===== src/rtl/alu_pkg.sv =====
// rtl/alu_pkg.sv - shared ALU package: RV32I opcodes, funct7 values, ALU op codes, decode bundle
package alu_pkg;

    localparam logic [6:0] OPC_OP     = 7'b0110011;
    localparam logic [6:0] OPC_OP_IMM = 7'b0010011;
    localparam logic [6:0] OPC_LUI    = 7'b0110111;

    localparam logic [6:0] F7_BASE = 7'h00;
    localparam logic [6:0] F7_ALT  = 7'h20;

    // ALU operations share the funct3 encoding so decode can pass funct3 straight through
    typedef enum logic [2:0] {
        ALU_ADD  = 3'b000,
        ALU_SLL  = 3'b001,
        ALU_SLT  = 3'b010,
        ALU_SLTU = 3'b011,
        ALU_XOR  = 3'b100,
        ALU_SR   = 3'b101,
        ALU_OR   = 3'b110,
        ALU_AND  = 3'b111
    } alu_op_e;

    typedef struct packed {
        logic [4:0]  rs1_idx;
        logic [4:0]  rs2_idx;
        logic [4:0]  rd_idx;
        logic [31:0] imm;
        logic        use_imm;
        logic [2:0]  op;
        logic        mod;
        logic        operand_2_neg;
        logic        illegal;
    } dec_bundle_t;

    function automatic logic is_shift(input logic [2:0] funct3);
        return (funct3 == ALU_SLL) || (funct3 == ALU_SR);
    endfunction

endpackage


===== src/rtl/alu_decode_comb.sv =====
// rtl/alu_decode_comb.sv - purely combinational RV32I OP/OP-IMM/LUI decode into ALU controls
module alu_decode_comb
    import alu_pkg::*;
(
    input  logic [31:0] instr,
    output logic [4:0]  rs1_idx,
    output logic [4:0]  rs2_idx,
    output logic [4:0]  rd_idx,
    output logic [31:0] imm,
    output logic        use_imm,
    output logic [2:0]  op,
    output logic        mod,
    output logic        operand_2_neg,
    output logic        illegal
);

    logic [6:0] opcode;
    logic [6:0] funct7;
    logic [2:0] funct3;
    logic       legal;

    assign opcode = instr[6:0];
    assign funct3 = instr[14:12];
    assign funct7 = instr[31:25];

    always_comb begin
        rs1_idx       = '0;
        rs2_idx       = '0;
        rd_idx        = '0;
        imm           = '0;
        use_imm       = 1'b0;
        op            = '0;
        mod           = 1'b0;
        operand_2_neg = 1'b0;
        legal         = 1'b0;

        case (opcode)
            OPC_OP: begin
                legal = (funct7 == F7_BASE) ||
                        ((funct7 == F7_ALT) && ((funct3 == ALU_ADD) || (funct3 == ALU_SR)));
                rs1_idx       = instr[19:15];
                rs2_idx       = instr[24:20];
                rd_idx        = instr[11:7];
                op            = funct3;
                operand_2_neg = (funct7 == F7_ALT) && (funct3 == ALU_ADD);
                mod           = (funct7 == F7_ALT) && (funct3 == ALU_SR);
            end
            OPC_OP_IMM: begin
                rs1_idx = instr[19:15];
                rd_idx  = instr[11:7];
                op      = funct3;
                use_imm = 1'b1;
                if (is_shift(funct3)) begin
                    // shift amount lives in the rs2 field; upper bits carry the shift kind
                    imm   = {27'd0, instr[24:20]};
                    mod   = instr[30];
                    legal = (funct7 == F7_BASE) || ((funct3 == ALU_SR) && (funct7 == F7_ALT));
                end else begin
                    imm   = {{20{instr[31]}}, instr[31:20]};
                    legal = 1'b1;
                end
            end
            OPC_LUI: begin
                rd_idx  = instr[11:7];
                imm     = {instr[31:12], 12'h000};
                use_imm = 1'b1;
                legal   = 1'b1;
            end
            default: legal = 1'b0;
        endcase

        // undecodable words leave the stage as an all-zero bundle flagged illegal
        if (!legal) begin
            rs1_idx       = '0;
            rs2_idx       = '0;
            rd_idx        = '0;
            imm           = '0;
            use_imm       = 1'b0;
            op            = '0;
            mod           = 1'b0;
            operand_2_neg = 1'b0;
        end
        illegal = !legal;
    end

endmodule


===== src/rtl/alu_decode_stage.sv =====
// rtl/alu_decode_stage.sv - decode stage handshake/storage; ALU_DECODE_SKID_EN selects a two-entry skid buffer
module alu_decode_stage
    import alu_pkg::*;
(
    input  logic        clk,
    input  logic        rst_n,
    input  logic        flush,
    input  logic        in_valid,
    input  logic [31:0] in_instr,
    output logic        in_ready,
    output logic        out_valid,
    input  logic        out_ready,
    output logic [4:0]  rs1_idx,
    output logic [4:0]  rs2_idx,
    output logic [4:0]  rd_idx,
    output logic [31:0] imm,
    output logic        use_imm,
    output logic [2:0]  op,
    output logic        mod,
    output logic        operand_2_neg,
    output logic        illegal
);

    logic [4:0]  d_rs1_idx;
    logic [4:0]  d_rs2_idx;
    logic [4:0]  d_rd_idx;
    logic [31:0] d_imm;
    logic        d_use_imm;
    logic [2:0]  d_op;
    logic        d_mod;
    logic        d_neg;
    logic        d_illegal;

    dec_bundle_t dec;
    dec_bundle_t out_q;
    logic        out_valid_q;
    logic        in_fire;

    alu_decode_comb u_decode (
        .instr         (in_instr),
        .rs1_idx       (d_rs1_idx),
        .rs2_idx       (d_rs2_idx),
        .rd_idx        (d_rd_idx),
        .imm           (d_imm),
        .use_imm       (d_use_imm),
        .op            (d_op),
        .mod           (d_mod),
        .operand_2_neg (d_neg),
        .illegal       (d_illegal)
    );

    assign dec = '{d_rs1_idx, d_rs2_idx, d_rd_idx, d_imm, d_use_imm, d_op, d_mod, d_neg, d_illegal};

    assign in_fire = in_valid && in_ready;

`ifdef ALU_DECODE_SKID_EN
    dec_bundle_t skid_q;
    logic        skid_valid_q;

    // ready depends only on state, so the producer never sees out_ready combinationally
    assign in_ready = rst_n && !skid_valid_q;

    always_ff @(posedge clk) begin
        if (!rst_n) begin
            out_valid_q  <= 1'b0;
            skid_valid_q <= 1'b0;
            out_q        <= '0;
            skid_q       <= '0;
        end else if (flush) begin
            out_valid_q  <= 1'b0;
            skid_valid_q <= 1'b0;
        end else if (!out_valid_q || out_ready) begin
            if (skid_valid_q) begin
                out_q        <= skid_q;
                out_valid_q  <= 1'b1;
                skid_valid_q <= 1'b0;
            end else begin
                out_valid_q <= in_fire;
                if (in_fire) begin
                    out_q <= dec;
                end
            end
        end else if (in_fire) begin
            skid_q       <= dec;
            skid_valid_q <= 1'b1;
        end
    end
`else
    assign in_ready = rst_n && (!out_valid_q || out_ready);

    always_ff @(posedge clk) begin
        if (!rst_n) begin
            out_valid_q <= 1'b0;
            out_q       <= '0;
        end else if (flush) begin
            out_valid_q <= 1'b0;
        end else if (in_fire) begin
            out_q       <= dec;
            out_valid_q <= 1'b1;
        end else if (out_ready) begin
            out_valid_q <= 1'b0;
        end
    end
`endif

    assign out_valid     = out_valid_q;
    assign rs1_idx       = out_q.rs1_idx;
    assign rs2_idx       = out_q.rs2_idx;
    assign rd_idx        = out_q.rd_idx;
    assign imm           = out_q.imm;
    assign use_imm       = out_q.use_imm;
    assign op            = out_q.op;
    assign mod           = out_q.mod;
    assign operand_2_neg = out_q.operand_2_neg;
    assign illegal       = out_q.illegal;

endmodule

===== config.mk =====
export PLATFORM = sky130hd
export DESIGN_NAME = alu_decode_stage
export DESIGN_NICKNAME = d
export VERILOG_FILES = /design/src/rtl/alu_pkg.sv /design/src/rtl/alu_decode_comb.sv /design/src/rtl/alu_decode_stage.sv
export SDC_FILE = /design/constraint.sdc
export NUM_CORES = 1
export LEC_CHECK = 0
export CAP_MARGIN = 25
export CORE_AREA = 2 2 78 80
export DETAILED_ROUTE_END_ITERATION = 7
export DIE_AREA = 0 0 80 82
export PLACE_DENSITY = 0.78
export SKIP_CTS_REPAIR_TIMING = 1
export SYNTH_ARGS = -nofsm -noshare
export SYNTH_HDL_FRONTEND = slang
export SYNTH_SLANG_ARGS = --single-unit

===== constraint.sdc =====
create_clock -name clk -period 1.9 [get_ports clk]
set_input_delay 0.19 -clock clk [delete_from_list [all_inputs] [get_ports clk]]
set_output_delay 0.19 -clock clk [all_outputs]
set_load 0.05 [all_outputs]

Word level (Yosys, flattened, before mapping)
Cells that the tools add are included.
{"block": "classes", "eq_ne": 6, "n_mux": 22, "bitwise_logic": 2, "reduce_logical": 20}
{"cell": "32-bit two-way mux", "count": 2}
{"cell": "32-bit one-hot mux with 2 select lines", "count": 1}
{"cell": "5-bit two-way mux", "count": 6}
{"cell": "7-bit by 6-bit == test with 1-bit output, second input constant", "count": 3}
{"cell": "1-bit two-way mux", "count": 9}
{"cell": "7-bit by 5-bit == test with 1-bit output, second input constant", "count": 1}
{"cell": "7-bit zero test", "count": 1}
{"cell": "3-bit two-way mux", "count": 2}
{"cell": "2-bit OR reduction", "count": 3}
{"cell": "1-bit logical AND", "count": 5}
{"cell": "1-bit logical OR", "count": 5}
{"cell": "3-bit by 1-bit == test with 1-bit output, second input constant", "count": 1}
{"cell": "3-bit == test, second input constant", "count": 1}
{"cell": "3-bit zero test", "count": 1}
{"cell": "1-bit one-hot mux with 3 select lines", "count": 1}
{"cell": "3-bit OR reduction", "count": 1}
{"cell": "1-bit zero test", "count": 2}
{"cell": "1-bit NOT", "count": 2}
{"cell": "1-bit one-hot mux with 2 select lines", "count": 1}
{"cell": "2-bit AND reduction", "count": 1}
{"cell": "2-bit nonzero test", "count": 1}
{"block": "totals", "regBits": 55, "input_bits": 37, "output_inout_bits": 56}

Longest topological paths before layout
{"block": "logic_depth", "ltp_word": 6, "ltp_mapped": 7}

Cells and area by module
A second synthesis with hierarchy kept.
{"block": "hier_totals", "cells_unflattened": 339, "area_unflattened_um2": 2926.6}
{"module": "alu_decode_stage", "n_inst": 1, "cells_each": 247, "area_each_um2": 2268.4, "seq_area_each_um2": 1101.1}
{"module": "alu_decode_comb", "n_inst": 1, "cells_each": 92, "area_each_um2": 658.1, "seq_area_each_um2": 0.0}

Worst setup path before layout
No wires, ideal clock.
{"block": "synth_path", "kind": "reg2reg", "startpoint": "reg out_valid_q, in the netlist out_valid", "endpoint": "reg out_q, in the netlist mod", "t_arrival_ns": 1.660, "slack_ns": 0.164, "stages_incl_launch_ff": 6, "period_less_slack_ns": 1.736, "cell_sequence": "dfxtp_1 -> nand2b_1 -> a21oi_1 -> clkbuf_1 -> nand2_1 -> o21ai_0"}
{"block": "synth_between", "elab_chain_len": 5}
{"element": "from (decl)", "line_no": "alu_decode_stage.sv:36", "rtl": "logic out_valid_q;"}
{"element": "from (signal assigned)", "line_no": "alu_decode_stage.sv:93", "rtl": "out_valid_q <= 1'b0;"}
{"element": "from (signal assigned)", "line_no": "alu_decode_stage.sv:96", "rtl": "out_valid_q <= 1'b0;"}
{"element": "from (signal assigned)", "line_no": "alu_decode_stage.sv:99", "rtl": "out_valid_q <= 1'b1;"}
{"element": "1-bit zero test", "line_no": "alu_decode_stage.sv:89", "rtl": "assign in_ready = rst_n && (!out_valid_q || out_ready);"}
{"element": "1-bit logical OR", "line_no": "alu_decode_stage.sv:89"}
{"element": "1-bit logical AND", "line_no": "alu_decode_stage.sv:89"}
{"element": "1-bit logical AND", "line_no": "alu_decode_stage.sv:54", "rtl": "assign in_fire = in_valid && in_ready;"}
{"element": "2-bit AND reduction (no line)"}
{"element": "to (signal assigned)", "line_no": "alu_decode_stage.sv:94", "rtl": "out_q <= '0;"}
{"element": "to (signal assigned)", "line_no": "alu_decode_stage.sv:98", "rtl": "out_q <= dec;"}
{"element": "to (decl)", "line_no": "alu_decode_stage.sv:35", "rtl": "dec_bundle_t out_q;"}
No other way between the ends.
A chain may end at the register's enable or synchronous reset.

Final worst setup path
{"block": "layout_path", "startpoint": "in in_valid", "endpoint": "reg out_q, in the netlist rd_idx[4]"}
{"block": "layout_between", "elab_chain_len": 2}
{"element": "from (decl)", "line_no": "alu_decode_stage.sv:8", "rtl": "input logic in_valid,"}
{"element": "1-bit logical AND", "line_no": "alu_decode_stage.sv:54"}
{"element": "2-bit AND reduction (no line)"}
No other way between the ends.

==> flow_summary.ini <==
[clock_network]
cts_max_path_buffers = 2
clock_sinks = 55
cts_max_level = 2
cts-buffers-inserted = 5
tritoncts = done
path_clk_slew_ps = 110
cts-root-buf = clkbuf_8
clock_latency_ps = 320

[power]
leakagePower_nw = 1.38
peakVddDrop_mv = 0.326
p_per_area_mw_per_mm2 = 599

[sta]
fin_skew_ps = 16.3
finalHoldViolCount = 0
worst-slew-pin-transition_ps = 585
setup_viol = 0
post-route-period-util_pct = 94.0
post-route-min-period_ps = 1790
rsz0062_at_grt = false
max_slew_margin_pct = 60.8
setup-tns-final_ps = 0
final_max_slew_viol_count = 0
max_freq_mhz = 560

[finish]
syn_to_final_growth_pct = 60.2
antenna_cells = 0
fin_nets = 442
finalCoreUtilization_pct = 68.2
fin_area_mm2 = 0.00392
final_cells = 481
drive_above_1_share_pct = 16.5

[worst_setup_path]
worstReg2RegEnd = rd_idx[4]$_SDFFE_PN0P_
max_stage_delay_ps = 470
worstPathCellList = clkdlybuf4s50_1 > nor2b_1 > and3_1 > o311ai_2 > buf_12 > a311oi_1
r2r-start = out_valid$_SDFFE_PP0P_
worstRegToRegCells = 5
cp_data_arrival_time_ps = 2030
endpoint_kind = flip-flop
start_kind = input pin
r2r_setup_slack_ps = 240
crit_path_max_fanout = 23
setup.worst_path.class = input pin to flip-flop
cp_data_required_time_ps = 2140
crit_path_top_delay_cell = clkdlybuf4s50_1

[routing]
viasPerCell = 5.70
wl_mm = 7.92
wire_per_inst_um = 16.5
drtIter0Drc = 260
dr_total_vias = 2743
drc = 0
dr.pass1.iters = 5
drtAntennaViolNets = 0

[logic_synthesis]
ys_async_sr_fraction_pct = 0
synth.distinct_cells = 36
synth_ff_type = dfxtp_1
avgSynthCellArea_um2 = 8.52
syn_area_mm2 = 0.00244
yosysSeqAreaShare_pct = 45.0
syn_nets = 324
synth-edff-count = 0
ys_ff_latch = 55
syn_inst = 287
ys.warnings.count = 0

[floorplanning]
start_util_pct = 42.6
die_h_um = 82
placementRows = 28
die_w_um = 80
core_area_mm2 = 0.00575
die_area_mm2 = 0.00656
io_pins = 93

[placed_design]
placed_cell_area_mm2 = 0.00369
dp.cells = 469
portBuffers = 92
dp_hpwl_mm = 5.43
gp_congestion = 0.858

[grt]
grt_pass1_vias = 2425
grt_pass1_wl_mm = 11.6
grt_usage_pct = 22.2
grt_max_degree = 41
antenna_found_initial = 0
grt-ovfl-total = 0

[worst_hold_path]
hold_end = imm[7]$_SDFFE_PN0P_
whs_path_depth = 3
hold_start = in_instr[27]
hold_class = input pin to flip-flop

[flow_run]
maxCapViolations = 0

[status]
status = finished, final reports clean
-- metrics by stage --
stage,hold slack (ps),setup slack [ps],total power (W)
2_1_floorplan,267,164,0.00134
3_3_place_gp,433,-292,0.00153
3_5_place_dp,444,-361,0.00154
4_1_cts,449,-53.6,0.00234
5_1_grt,229,6.70,0.00241
6_report,202,114,0.00234
-- state kept, by name (all words and copies together) (netlist names) --
name	cells
out_valid	1
op	3
imm	32
rd_idx	5
illegal	1
use_imm	1
rs1_idx	5
operand_2_neg	1
mod	1
rs2_idx	5
-- kinds of logic after synthesis --
family | share of synthesized area [%]
and+or+nand+nor | 22.2
AOI/OAI and AO/OA | 25.8
buffers and inverters | 6.91
DFF | 45.0
-- metal layers --
metal / wire, um / global-route usage, % / vias up
li1: - / - / 1303
met1: 3250 / 28.9 / 1299
met2: 4060 / 37.9 / 124
met3: 477 / 4.29 / 17
met4: 132 / 5.25 / 0
met5: 0 / 0 / -
-- Yosys cell counts, types with 2 or more instances --
cell	number	share of area (%)
a211oi_1	2	0.61
a21oi_1	24	4.9
a221oi_1	11	3.9
a311oi_1	17	6.1
and3_1	2	0.51
buf_2	3	0.61
buf_6	3	1.4
clkbuf_1	18	2.8
dfxtp_1	55	45
inv_1	14	2.1
nand2_1	54	8.3
nand3_1	8	1.6
nand3b_1	2	0.61
nand4_1	15	3.8
nor2_1	7	1.1
nor2b_1	3	0.77
nor3_1	4	0.82
o2111ai_1	2	0.72
o21ai_0	19	3.9
o221ai_1	8	2.9
-- layout make-up --
type	instances	area, um^2
Fill cell	464	1830
Timing Repair Buffer	133	1290
Multi-Input combinational cell	196	1260
Sequential cell	55	1100
Tap cell	75	93.8
Clock buffer	5	68.8
Inverter	14	52.6
Clock inverter	3	50.0
-- where the power goes --
part	switching, W	leakage [nW]	total [W]	internal (W)
Sequential	0.00000590	0.444	0.00117	0.00116
Clock	0.000412	0.0607	0.000819	0.000407
Combinational	0.000193	0.873	0.000357	0.000164
Total	0.000612	1.38	0.00234	0.00173
-- worst max-delay path by stage --
stage	from	slack [ps]	cells past startpoint	end
after floorplan	out_valid$_SDFFE_PP0P_	160	5	mod$_SDFFE_PN0P_
after global placement	in_instr[26]	-290	5	imm[20]$_SDFFE_PN0P_
after detailed placement	in_instr[26]	-360	5	imm[20]$_SDFFE_PN0P_
after CTS	in_instr[26]	-50	5	imm[24]$_SDFFE_PN0P_
after global routing	in_valid	7	6	rd_idx[4]$_SDFFE_PN0P_
final	in_valid	110	6	rd_idx[4]$_SDFFE_PN0P_
-- layout by cell type, fill, tap and decap left out, drive strengths merged, types with 3 or more instances in the layout --
cell / netlist / final
a21oi: 24 / 24
a221oi: 11 / 11
a311oi: 17 / 17
buf: 6 / 42
clkbuf: 18 / 5
clkdlybuf4s50: 0 / 87
dfxtp: 55 / 55
dlymetal6s2s: 0 / 4
inv: 14 / 16
nand2: 54 / 54
nand3: 9 / 11
nand4: 15 / 15
nor2: 7 / 7
nor2b: 3 / 3
nor3: 4 / 4
o21ai: 19 / 19
o221ai: 8 / 8
-- worst max-delay path: cells and delay by family --
family / cells / cell delay [ps]
AOI/OAI and AO/OA: 2 / 480
buffers and inverters: 2 / 680
and+or+nand+nor: 2 / 670
(Power assumes the default switching activity.)
